[src/rtl/hqc_fft_pkg.sv]
// Shared types and constants for the HQC decap additive-FFT feeder blocks.
package hqc_fft_pkg;

    localparam int FFT_N_COEF    = 32;
    localparam int FFT_COEF_W    = 8;
    localparam int FFT_OUT_WORDS = 8;

    typedef enum logic [1:0] {
        LOAD  = 2'd0,
        WAIT  = 2'd1,
        ISSUE = 2'd2
    } fft_ld_state_e;

    typedef logic [4:0] coef_idx_t;

    // Bit offset of coefficient idx in the packed word (coefficient 0 sits in the MSByte)
    function automatic logic [7:0] coef_lsb(input coef_idx_t idx);
        coef_idx_t pos;
        pos = 5'd31 - idx;
        return {pos, 3'b000};
    endfunction

endpackage

[src/rtl/fft_drain_tracker.sv]
// Tracks whether the last FFT part 1 result is still waiting to be read out.
// A result is drained once done has been seen and N_OUT_WORDS reads followed
// (a read in the same cycle as done already counts).
module fft_drain_tracker
    import hqc_fft_pkg::*;
#(
    parameter int N_OUT_WORDS = FFT_OUT_WORDS
) (
    input  logic clk_i,
    input  logic rst_ni,
    input  logic issue_i,
    input  logic done_i,
    input  logic read_i,
    output logic outstanding_o
);

    localparam int CNT_W = $clog2(N_OUT_WORDS + 1);

    logic             outstanding_r;
    logic             done_seen_r;
    logic [CNT_W-1:0] drain_cnt_r;
    logic             count_s;

    assign count_s       = read_i & outstanding_r & (done_seen_r | done_i);
    assign outstanding_o = outstanding_r;

    // Outstanding / done-seen / drain-count bookkeeping
    always_ff @(posedge clk_i or negedge rst_ni) begin
        if (!rst_ni) begin
            outstanding_r <= 1'b0;
            done_seen_r   <= 1'b0;
            drain_cnt_r   <= '0;
        end else if (issue_i) begin
            outstanding_r <= 1'b1;
            done_seen_r   <= 1'b0;
            drain_cnt_r   <= '0;
        end else if (outstanding_r) begin
            if (done_i) begin
                done_seen_r <= 1'b1;
            end
            if (count_s) begin
                drain_cnt_r <= drain_cnt_r + CNT_W'(1);
                if (drain_cnt_r == CNT_W'(N_OUT_WORDS - 1)) begin
                    outstanding_r <= 1'b0;
                    done_seen_r   <= 1'b0;
                end
            end
        end else begin
            done_seen_r <= 1'b0;
        end
    end

endmodule

[src/rtl/fft_elp_loader.sv]
// Byte-serial ELP coefficient collector feeding FFT part 1.
// Packs up to 32 coefficients (coef 0 in the MSByte, zero padded) and issues
// a one-cycle start once FFT part 1 is idle and its previous result drained.
// Optional: define FFT_ELP_LOADER_DEGREE_EN to track the ELP degree on deg_o.
module fft_elp_loader
    import hqc_fft_pkg::*;
#(
    parameter int N_COEF      = FFT_N_COEF,
    parameter int COEF_W      = FFT_COEF_W,
    parameter int N_OUT_WORDS = FFT_OUT_WORDS
) (
    input  logic                       clk_i,
    input  logic                       rst_ni,
    input  logic [COEF_W-1:0]          coef_i,
    input  logic                       coef_valid_i,
    input  logic                       coef_last_i,
    output logic                       coef_ready_o,
    output logic [N_COEF*COEF_W-1:0]   fft_din_o,
    output logic                       fft_start_o,
    input  logic                       fft_busy_i,
    input  logic                       fft_done_i,
    input  logic                       fft_dout_read_i,
    output logic                       busy_o,
    output logic [5:0]                 deg_o
);

    fft_ld_state_e             state_r;
    coef_idx_t                 idx_r;
    logic [N_COEF*COEF_W-1:0]  buf_r;
    logic                      coef_ready_r;
    logic                      fft_start_r;
    logic                      outstanding_s;
    logic                      accept_s;
    logic                      final_byte_s;

    assign accept_s     = (state_r == LOAD) & coef_ready_r & coef_valid_i;
    assign final_byte_s = coef_last_i | (idx_r == coef_idx_t'(N_COEF - 1));

    assign coef_ready_o = coef_ready_r;
    assign fft_start_o  = fft_start_r;
    assign fft_din_o    = buf_r;
    assign busy_o       = (state_r != LOAD) | outstanding_s;

`ifdef FFT_ELP_LOADER_DEGREE_EN
    logic [5:0] deg_r;
    assign deg_o = deg_r;

    // Degree = index of the most recent nonzero coefficient (indices only grow)
    always_ff @(posedge clk_i or negedge rst_ni) begin
        if (!rst_ni) begin
            deg_r <= 6'd0;
        end else if (state_r == ISSUE) begin
            deg_r <= 6'd0;
        end else if (accept_s && (coef_i != '0)) begin
            deg_r <= {1'b0, idx_r};
        end else begin
            deg_r <= deg_r;
        end
    end
`else
    assign deg_o = 6'd0;
`endif

    // Load / wait / issue sequencing with registered handshake outputs
    always_ff @(posedge clk_i or negedge rst_ni) begin
        if (!rst_ni) begin
            state_r      <= LOAD;
            idx_r        <= '0;
            buf_r        <= '0;
            coef_ready_r <= 1'b0;
            fft_start_r  <= 1'b0;
        end else begin
            case (state_r)
                LOAD: begin
                    coef_ready_r <= 1'b1;
                    fft_start_r  <= 1'b0;
                    if (accept_s) begin
                        buf_r[coef_lsb(idx_r) +: COEF_W] <= coef_i;
                        idx_r <= idx_r + 5'd1;
                        if (final_byte_s) begin
                            state_r      <= WAIT;
                            coef_ready_r <= 1'b0;
                        end
                    end
                end
                WAIT: begin
                    coef_ready_r <= 1'b0;
                    // outstanding is registered, so a final read lands one cycle later here
                    if (!outstanding_s && !fft_busy_i) begin
                        state_r     <= ISSUE;
                        fft_start_r <= 1'b1;
                    end else begin
                        fft_start_r <= 1'b0;
                    end
                end
                ISSUE: begin
                    // din was held through the start pulse; now clear for the next polynomial
                    fft_start_r  <= 1'b0;
                    buf_r        <= '0;
                    idx_r        <= '0;
                    state_r      <= LOAD;
                    coef_ready_r <= 1'b1;
                end
                default: begin
                    state_r      <= LOAD;
                    coef_ready_r <= 1'b0;
                    fft_start_r  <= 1'b0;
                end
            endcase
        end
    end

    fft_drain_tracker #(
        .N_OUT_WORDS (N_OUT_WORDS)
    ) u_drain (
        .clk_i         (clk_i),
        .rst_ni        (rst_ni),
        .issue_i       (fft_start_r),
        .done_i        (fft_done_i),
        .read_i        (fft_dout_read_i),
        .outstanding_o (outstanding_s)
    );

endmodule
[config.mk]
export PLATFORM = sky130hd
export DESIGN_NAME = fft_elp_loader
export DESIGN_NICKNAME = d
export VERILOG_FILES = /design/src/rtl/hqc_fft_pkg.sv /design/src/rtl/fft_drain_tracker.sv /design/src/rtl/fft_elp_loader.sv
export SDC_FILE = /design/constraint.sdc
export NUM_CORES = 1
export LEC_CHECK = 0
export CELL_PAD_IN_SITES_DETAIL_PLACEMENT = 1
export CELL_PAD_IN_SITES_GLOBAL_PLACEMENT = 1
export CORE_ASPECT_RATIO = 1.1
export CORE_UTILIZATION = 41
export CTS_BUF_LIST = sky130_fd_sc_hd__clkbuf_8
export CTS_CLUSTER_DIAMETER = 150
export DETAILED_ROUTE_END_ITERATION = 8
export GPL_TIMING_DRIVEN = 0
export PLACE_DENSITY_LB_ADDON = 0.15
export SETUP_SLACK_MARGIN = 0.2
export SYNTH_ARGS = -nofsm -noshare
export SYNTH_HDL_FRONTEND = slang
export SYNTH_SLANG_ARGS = --single-unit
export TNS_END_PERCENT = 50
[constraint.sdc]
create_clock -name clk_i -period 2.9 [get_ports clk_i]
set_input_delay 0.29 -clock clk_i [delete_from_list [all_inputs] [get_ports clk_i]]
set_output_delay 0.29 -clock clk_i [all_outputs]
set_load 0.02 [all_outputs]
# == Word level (Yosys, flattened, before mapping) ==
# Cells that the tools add are included.
# totals
reg_bits,271
n_memories,0
out_inout_bits,265
in_bits,15
rom_bits,0
mem_bits_rw,0
wordCells,65
latchBits,0
# op_classes
order_cmp,0
n_bitwise,7
shifts,2
n_eq_ne,7
div_mod_pow,0
addsub,4
muxes,26
n_mul,0
reduce_logical,11
# ops
op,count
256-bit case mux with 2 select lines,1
256-bit bitwise mux,1
256-bit 2-to-1 mux,1
8-bit by 10-bit variable shift with 256-bit output (first input constant),1
8-bit by 10-bit indexed part select with 256-bit output,1
1-bit 2-to-1 mux,13
4-bit 2-to-1 mux,3
8-bit negation with 10-bit output,1
5-bit case mux with 2 select lines,1
2-bit nonzero test,4
2-bit 2-to-1 mux,3
2-bit inequality test (second input constant),3
5-bit by 1-bit adder with 5-bit output (second input constant),1
5-bit equality test (second input constant),1
5-bit 2-to-1 mux,1
5-bit subtractor (first input constant),1
4-bit by 1-bit adder with 4-bit output (second input constant),1
1-bit bitwise AND,4
4-bit by 3-bit equality test with 1-bit output (second input constant),1
2-bit case mux with 2 select lines,1
2-bit AND reduction,2
1-bit bitwise OR,3
3-bit AND reduction,1
2-bit by 1-bit equality test with 1-bit output (second input constant),1
5 further kinds,6

# == Depth between registers and ports, before layout ==
# Gate-level depths: netlist (run 1).
# depth
depth_word,6
mapped_depth,11
depth_no_buf,6

# == Modules after synthesis ==
# From an unflattened synthesis (run 1), not the netlist that was laid out.
# unflattened
cells_unflattened,983
area_unflattened_um2,11896.4
# modules_own_cells
module,n_inst,area_per_inst_um2,cells_per_inst,seq_area_each_um2
fft_elp_loader,1,11626.2,959,6631.4
fft_drain_tracker,1,270.3,24,150.1

# == Worst setup path before layout (run 1) ==
# OpenSTA, ideal clock, no wires.
# synth_timing
path_kind,flip-flop to flip-flop
start,reg idx_r[1]
end,"reg buf_r[176], in the netlist fft_din_o[176]"
t_arrival_ns,2.344
path_buffers,3
setup_ns,0.130
path_slack_ns,0.427
required_ns,2.770
stages_incl_launch_ff,10
period_less_slack_ns,2.473
cell_sequence,dfrtp_1 > ha_1 > buf_2 > and3_1 > ha_1 > buf_2 > nor2_4 > buf_4 > nand3_2 > mux2i_1
# synth_via
elab_chain_cells,6
elab_cells_between_ends,7
classes_between,2 x add/sub; 2 x shift; 3 x mux
# synth_lines
item,line,source
from (decl),fft_elp_loader.sv:28,coef_idx_t idx_r;
from (signal assigned),fft_elp_loader.sv:79,idx_r <= idx_r + 5'd1;
5-bit subtractor (*),hqc_fft_pkg.sv:19,pos = 5'd31 - idx;
8-bit negation with 10-bit output (*),fft_elp_loader.sv:78,buf_r[coef_lsb(idx_r) +: COEF_W] <= coef_i;
8-bit by 10-bit indexed part select with 256-bit output / 8-bit by 10-bit variable shift with 256-bit output (equally long branches),fft_elp_loader.sv:78,
256-bit bitwise mux (*),fft_elp_loader.sv:78,
256-bit 2-to-1 mux (*),fft_elp_loader.sv:77,if (accept_s) begin
256-bit case mux with 2 select lines (*),fft_elp_loader.sv:73,case (state_r)
"to (signal, indexed assignment)",fft_elp_loader.sv:78,
to (decl),fft_elp_loader.sv:29,logic [N_COEF*COEF_W-1:0] buf_r;
# Every way passes the cells marked *; elsewhere a longest branch is shown, timed or not. The select of a mux whose other input is x is not followed.
# A chain may end at the register's enable or synchronous reset.

# == Worst setup path in the final report (run 1) ==
# layout_timing
start,reg idx_r[0]
end,"reg buf_r[63], in the netlist fft_din_o[63]"
# The elaborated chain is that of the path after synthesis.

==> results of run 1 <==
==> report_power, final <==
group	switching, mW	internal (mW)
sequential	0.990	5.24
combinational	5.08	3.68
clock	1.52	1.70
==> per-stage QoR <==
step	instance area [um^2]	utilization, %	instances	setup WS [ns]
after floorplan	12500	-	1070	0.427
after global placement	15700	52.7	1712	-10.58
after detailed placement	15700	52.9	1714	0.0214
after CTS	16600	56.0	1793	0.178
after global routing	16700	56.2	1795	0.166
final	16700	56.2	1795	0.307
==> area by class of cell <==
type / count / area, um^2 / area share, %
sequential: 271 / 6780 / 40.6
multi-input combinational: 706 / 5240 / 31.4
timing repair buffer: 277 / 2840 / 17.0
clock buffer: 55 / 757 / 4.53
buffer: 83 / 500 / 3.00
tap: 374 / 468 / 2.80
clock inverter: 19 / 77.6 / 0.465
inverter: 10 / 37.5 / 0.225
==> flip-flops by register name, indices dropped and copies added (netlist names) <==
| register | count |
|---|---|
| fft_din_o | 256 |
| idx_r | 5 |
| u_drain.drain_cnt_r | 4 |
| state_r | 2 |
| coef_ready_o | 1 |
| fft_start_o | 1 |
| u_drain.done_seen_r | 1 |
| u_drain.outstanding_o | 1 |
==> placed cells by master (no fill, tap or decap), types with 11 or more instances in the layout <==
master and count:
a22o_1 32, and3_1 14, buf_4 16, buf_6 12
clkbuf_1 44, clkbuf_8 55, clkdlybuf4s50_1 267, dfrtp_1 269
inv_1 23, mux2i_1 225, nand2_1 258, nand3_1 42
nand4_1 19, nand4_4 15, nor2_1 11
==> worst min path at each step <==
stage	start	end	slack [ns]	cells past startpoint
final	coef_i[2]	fft_din_o[74]	0.34	3
after global routing	coef_i[2]	fft_din_o[74]	0.36	3
after CTS	coef_i[0]	fft_din_o[72]	0.33	3
after detailed placement	rst_ni	fft_din_o[180]	0.43	1
after global placement	fft_din_o[213]	fft_din_o[213]	0.49	1
after floorplan	rst_ni	coef_ready_o	-0.006	0
==> cells in the mapped netlist, types with 5 or more instances <==
| library cell | number |
|---|---|
| dfrtp_1 | 271 |
| nand2_1 | 258 |
| mux2i_1 | 225 |
| clkbuf_1 | 46 |
| nand3_1 | 42 |
| a22o_1 | 32 |
| nand4_1 | 19 |
| buf_4 | 15 |
| nand4_4 | 15 |
| and3_1 | 14 |
| nor2_1 | 12 |
| buf_2 | 10 |
| inv_1 | 9 |
| buf_6 | 8 |
| nor2_2 | 8 |
| ha_1 | 6 |
| nand2b_1 | 6 |
| and4_1 | 5 |
==> critical path: cells and delay by family, from the launching register on <==
kind          cells  cell delay [ns]
mux               1             0.28
buf+inv           4             0.82
fa+ha+maj         1             0.26
simple gates      2             0.72
flops             1             0.43
==> routing by layer <==
| metal | GRT usage (%) | part of all wire (%) | vias up |
|---|---|---|---|
| li1 | - | - | 4330 |
| met1 | 35.3 | 43 | 5016 |
| met2 | 46.0 | 49 | 262 |
| met3 | 5.26 | 5.5 | 62 |
| met4 | 8.00 | 2.5 | 0 |
| met5 | 0 | 0 | - |
==> kinds of logic after synthesis <==
logic type / after synthesis / synth area share [%]
adder cells (fa/ha/maj): 6 / 0.601
buffers and inverters: 93 / 4.05
multiplexers: 225 / 18.0
XOR/XNOR: 7 / 0.912
other: 1 / 0.0300
flip-flops: 271 / 54.3
AO/OA/AOI/OAI: 52 / 4.37
AND/OR/NAND/NOR: 410 / 17.7
==> repair_timing <==
item,CTS,global route
hold endpoints to repair,109,0
hold buffers,1,0
gates resized for setup,7,13
endpoints found under the setup margin,114,106
setup buffers,4,2
pin swaps,3,1
==> out/qor.log, run 1 <==
[timing] max-slew violation count 0
[logic_synthesis] FFs w/ async S/R, synth 100%
[worst_setup_path] capture point of the worst reg-to-reg path fft_din_o[63]
[die] width of the chip 168 um
[worst_setup_path] classification of the worst setup path reg2reg
[die] total die area 31200 um^2
[power_and_ir_drop] power density over the cells 1090 nW/um^2
[logic_synthesis] mean post-synth cell area 11.7 um^2
[power_and_ir_drop] Max rail drop VDD 403 uV
[worst_setup_path] end point of the critical path fft_din_o[63]
[route] number of nets with antenna violations after routing 0
[grt] vias in the first global route 10500
[logic_synthesis] Yosys reg bits 271
[logic_synthesis] largest cells by area after synthesis dfrtp_1 (54%), mux2i_1 (18%), nand2_1 (7.8%)
[grt] wire length of the first global-routing pass 63.9 mm
[timing] number of setup violations in the final report 0
[logic_synthesis] synthesized cell area 12500 um^2
[worst_setup_path] Reg-to-Reg Start idx_r[0]
[hold_path] Hold WC Path Type in2reg
[outcome] status finished, final reports clean
[worst_setup_path] reg-to-reg setup timing slack 0.31 ns
[layout] diodes inserted 0
[grt] pin count of the biggest net entering global routing 112
[route] drc violations 0
[placed_design] final RePlAce weighted congestion 0.832
[die] I/O pin count 280
[clock_tree] clock sink total 271
[route] average vias per placed instance 5.39
[worst_setup_path] Crit. Startpoint idx_r[0]
[layout] count of nets after finishing 1415
[clock_tree] clock input transition at the sequential cells of the worst setup and hold paths 0.06 ns
[route] via count 9670
[logic_synthesis] synthesized instance count 1065
[logic_synthesis] synth unique cells 60
[route] Total Wirelength 41.4 mm
[clock_tree] level count of the clock H-tree 2
[worst_setup_path] sort of element at the start of the critical path register
[worst_setup_path] list of cells traversed by the critical path buf_6, inv_2, ha_1, clkbuf_4, clkbuf_1, nor3_1, nand2_1, mux2i_1
[logic_synthesis] warning count from the yosys run 0
[layout] share of post-route cells with drive strength above 1 11.8%
[timing] worst hold slack 0.340 ns
[layout] count of fill cells added during filler insertion 3155
[die] Row Count 66
[grt] Total Routing Usage GR 27.2%
[timing] normalized max-slew margin 27.3%
[worst_setup_path] delay contributed by the slowest stage of the critical path 0.46 ns
[placed_design] HPWL after detailed placement 29.6 mm
[timing] post-layout min period 2.59 ns
[logic_synthesis] fraction of the yosys area taken by sequential cells 54.3%
[clock_tree] clock latency on the worst-skew pair 0.55 ns
[timing] Total Neg Setup Slack 0 ns
[logic_synthesis] flip-flop cell with the highest count after synthesis dfrtp_1
[worst_setup_path] capturing element type of the critical path register
[worst_setup_path] data arrival time of the worst path 3.05 ns
[worst_setup_path] standard cell with the maximum stage delay on the critical path nor3_1
[timing] measured slew at the worst slew-check pin 1.09 ns
[power_and_ir_drop] leak pwr 8.15 nW
[grt] overall overflow remaining after global route 0
[die] Starting Density 42.0%
[timing] number of hold violations in the final report 0
[timing] RSZ-0062 raised after global routing yes
[timing] clock skew 0.0214 ns
[placed_design] input/output buffers 268
[die] core area 29700 um^2
[logic_synthesis] share of Yosys cell area claimed by the top area cell type 54.3%
[clock_tree] cell at the root of the clock tree clkbuf_8
[grt] number of antenna violations at the first check in global routing 0
[layout] Layout Area Growth over Synthesis 33.7%
[worst_setup_path] worst path required time 3.35 ns
[clock_tree] total clock buffers created by CTS 45
[clock_tree] clk buf depth 3
[power_and_ir_drop] post-layout power 18.2 mW
[run] number of maximum-capacitance constraint violations 0
[timing] Highest Clock Rate 386 MHz
[logic_synthesis] Post-synth EDFFs 0
[worst_setup_path] CP max FO 10
[logic_synthesis] cell taking the most area after synthesis dfrtp_1
[route] number of detailed-routing iterations run before antenna repair 4
[worst_setup_path] R2R depth 8
[die] vertical die dimension 185 um
[route] Iter 0 DRT Violations 524
[timing] fraction of the cycle the final worst path needs 89.4%
[route] Routed WL per cell 23.0 um
[clock_tree] CTS tree yes
Power figures use the tool's default switching activity.
==> run 2: changes to the inputs <==
- CORE_UTILIZATION: 41 -> 30
==> out/qor.log, run 2 (synthesis results as in run 1) <==
[die] I/O pin count 280 [unchanged]
[clock_tree] clock latency on the worst-skew pair 0.60 ns [was 0.55 ns]
[layout] most common library cell in the layout ignoring fill and taps dfrtp_1 [unchanged]
[worst_setup_path] reg-to-reg setup timing slack 0.32 ns [was 0.31 ns]
[power_and_ir_drop] Max rail drop VDD 368 uV [was 403 uV]
[placed_design] pre-CTS setup slack -0.0509 ns [was 0.0214 ns]
[die] vertical die dimension 216 um [was 185 um]
[power_and_ir_drop] Clock power frac 19.3% [was 17.7%]
[clock_tree] CTS tree yes [unchanged]
[worst_setup_path] Reg-to-Reg Start idx_r[0] [unchanged]
[route] via count 9592 [was 9670]
[timing] number of setup violations in the final report 0 [unchanged]
[placed_design] input/output buffers 268 [unchanged]
[layout] count of fill cells added during filler insertion 4513 [was 3155]
[clock_tree] level count of the clock H-tree 2 [unchanged]
[timing] measured slew at the worst slew-check pin 1.20 ns [was 1.09 ns]
[grt] vias in the first global route 10800 [was 10500]
[layout] Layout Area Growth over Synthesis 37.2% [was 33.7%]
[timing] normalized max-slew margin 20.1% [was 27.3%]
[power_and_ir_drop] fraction of power spent switching nets 42.2% [was 41.7%]
[die] core area 41200 um^2 [was 29700 um^2]
[timing] RSZ-0062 raised after global routing yes [unchanged]
[grt] overall overflow remaining after global route 0 [unchanged]
[route] Total Wirelength 45.9 mm [was 41.4 mm]
[placed_design] cell area after placement 16000 um^2 [was 15700 um^2]
[die] Row Count 78 [was 66]
[layout] share of post-route cells with drive strength above 1 12.5% [was 11.8%]
[layout] post-route cell area 17100 um^2 [was 16700 um^2]
[clock_tree] clk buf depth 3 [unchanged]
[timing] final setup slack of the worst path 0.325 ns [was 0.307 ns]
[outcome] status finished, final reports clean [unchanged]
[placed_design] HPWL after detailed placement 32.6 mm [was 29.6 mm]
[timing] number of hold violations in the final report 0 [unchanged]
[clock_tree] cell at the root of the clock tree clkbuf_8 [unchanged]
[worst_setup_path] sort of element at the start of the critical path register [unchanged]
[die] width of the chip 197 um [was 168 um]
[route] average vias per placed instance 4.81 [was 5.39]
[placed_design] total placed cells including tap cells 1901 [was 1714]
[route] number of nets with antenna violations after routing 0 [unchanged]
[route] Iter 0 DRT Violations 404 [was 524]
[layout] count of nets after finishing 1421 [was 1415]
[die] Starting Density 30.3% [was 42.0%]
[die] total die area 42400 um^2 [was 31200 um^2]
[timing] post-layout min period 2.58 ns [was 2.59 ns]
[worst_setup_path] R2R depth 7 [was 8]
[layout] flip-flop count of the largest register, all copies and words added 256 [unchanged]
[grt] wire length of the first global-routing pass 69.4 mm [was 63.9 mm]
[hold_path] Hold WC Path Type in2async [was in2reg]
[worst_setup_path] data arrival time of the worst path 3.09 ns [was 3.05 ns]
[power_and_ir_drop] sequential share of power 33.4% [was 34.2%]
[worst_setup_path] CP max FO 10 [unchanged]
[route] Routed WL per cell 23.0 um [about the same]
[grt] pin count of the biggest net entering global routing 81 [was 112]
[timing] max-slew violation count 0 [unchanged]
[worst_setup_path] capturing element type of the critical path register [unchanged]
[clock_tree] total clock buffers created by CTS 49 [was 45]
[power_and_ir_drop] leak pwr 8.25 nW [was 8.15 nW]
[timing] Highest Clock Rate 388 MHz [was 386 MHz]
[layout] diodes inserted 0 [unchanged]
[timing] fraction of the cycle the final worst path needs 88.8% [was 89.4%]
[clock_tree] clock input transition at the sequential cells of the worst setup and hold paths 0.06 ns [about the same]
[grt] number of antenna violations at the first check in global routing 1 [was 0]
[route] drc violations 0 [unchanged]
[power_and_ir_drop] Comb power frac 47.3% [was 48.1%]
[clock_tree] clock sink total 271 [unchanged]
[worst_setup_path] Crit. Startpoint idx_r[0] [unchanged]
[layout] commonest cells after routing, fill and taps aside dfrtp_1 (270), clkdlybuf4s50_1 (267), nand2_1 (258) [was dfrtp_1 (269), clkdlybuf4s50_1 (267), nand2_1 (258)]
[timing] Total Neg Setup Slack 0 ns [unchanged]
[placed_design] final RePlAce weighted congestion 0.820 [was 0.832]
[power_and_ir_drop] power density over the cells 1090 nW/um^2 [about the same]
[route] number of detailed-routing iterations run before antenna repair 4 [unchanged]
[power_and_ir_drop] net switching power 7.89 mW [was 7.59 mW]
[grt] Total Routing Usage GR 22.0% [was 27.2%]
[worst_setup_path] classification of the worst setup path reg2reg [unchanged]
[worst_setup_path] worst path required time 3.42 ns [was 3.35 ns]
[layout] Non-Filler Instances 1996 [was 1795]
[power_and_ir_drop] cell internal pwr 10.8 mW [was 10.6 mW]
[worst_setup_path] capture point of the worst reg-to-reg path fft_din_o[209] [was fft_din_o[63]]
[run] number of maximum-capacitance constraint violations 0 [unchanged]
[timing] clock skew 0.0301 ns [was 0.0214 ns]
-- run 2: cell count changes in the layout (fill, tap and decap cells not counted), sizes merged --
cell and delta:
inv +3, clkbuf +6, clkinvlp +3, buf +2, clkinv +1
-- run 2: routing by layer --
layer | vias up | track usage [%] | routed length (um)
met5 | - | 0 | 0
met4 | 0 | 5.68 | 844
met3 | 58 | 5.28 | 2760
met2 | 250 | 36.4 | 21800
met1 | 4941 | 28.7 | 20400
li1 | 4343 | - | -
-- run 2: through the flow --
step                      hold slack [ns]  util, %  power (mW)
after floorplan                  -0.00559        -        10.7
after global placement              0.488     38.6        14.9
after detailed placement            0.224     38.8        15.1
after CTS                           0.185     41.5        18.9
after global routing                0.229     41.6        19.7
final                               0.204     41.6        18.7
-- run 2: final cells by class --
type                            instances  area, um^2  area share (%)
Timing Repair Buffer                  279        2880            16.8
Inverter                               10        37.5           0.219
Multi-Input combinational cell        706        5260            30.7
Tap cell                              560         701            4.09
Clock inverter                         26         120           0.701
Sequential cell                       271        6780            39.6
Buffer                                 83         504            2.94
Clock buffer                           61         840            4.90
-- run 2: worst max path at each step --
stage | end | cells after the start
5_1_grt | fft_din_o[28] | 8
3_5_place_dp | fft_din_o[181] | 9
6_report | fft_din_o[209] | 7
2_1_floorplan | fft_din_o[176] | 9
3_3_place_gp | fft_din_o[133] | 1
4_1_cts | fft_din_o[125] | 8
-- run 2: power by group through the flow --
stage	Sequential, mW	Clock [mW]	Combinational (mW)
6_report	6.25	3.61	8.85
5_1_grt	6.42	3.86	9.46
3_5_place_dp	6.33	0	8.79
2_1_floorplan	7.77	0	2.96
3_3_place_gp	6.33	0	8.62
4_1_cts	6.29	3.71	8.90
-- run 2: critical path, cell delays in order (launching register included) --
cell,delay (ns)
dfrtp_1,0.42
buf_6,0.20
inv_2,0.13
ha_1,0.30
clkbuf_4,0.22
nand4_2,0.27
a2111oi_4,0.72
a22o_1,0.22
-- run 2: what timing repair did --
| item | 4_1_cts | 5_1_grt |
|---|---|---|
| hold buffers | 1 | 0 |
| setup buffers | 6 | 1 |
| endpoints found under the setup margin | 132 | 103 |
| pin swaps | 5 | 0 |
| gates resized for setup | 10 | 14 |
| hold endpoints to repair | 51 | 0 |
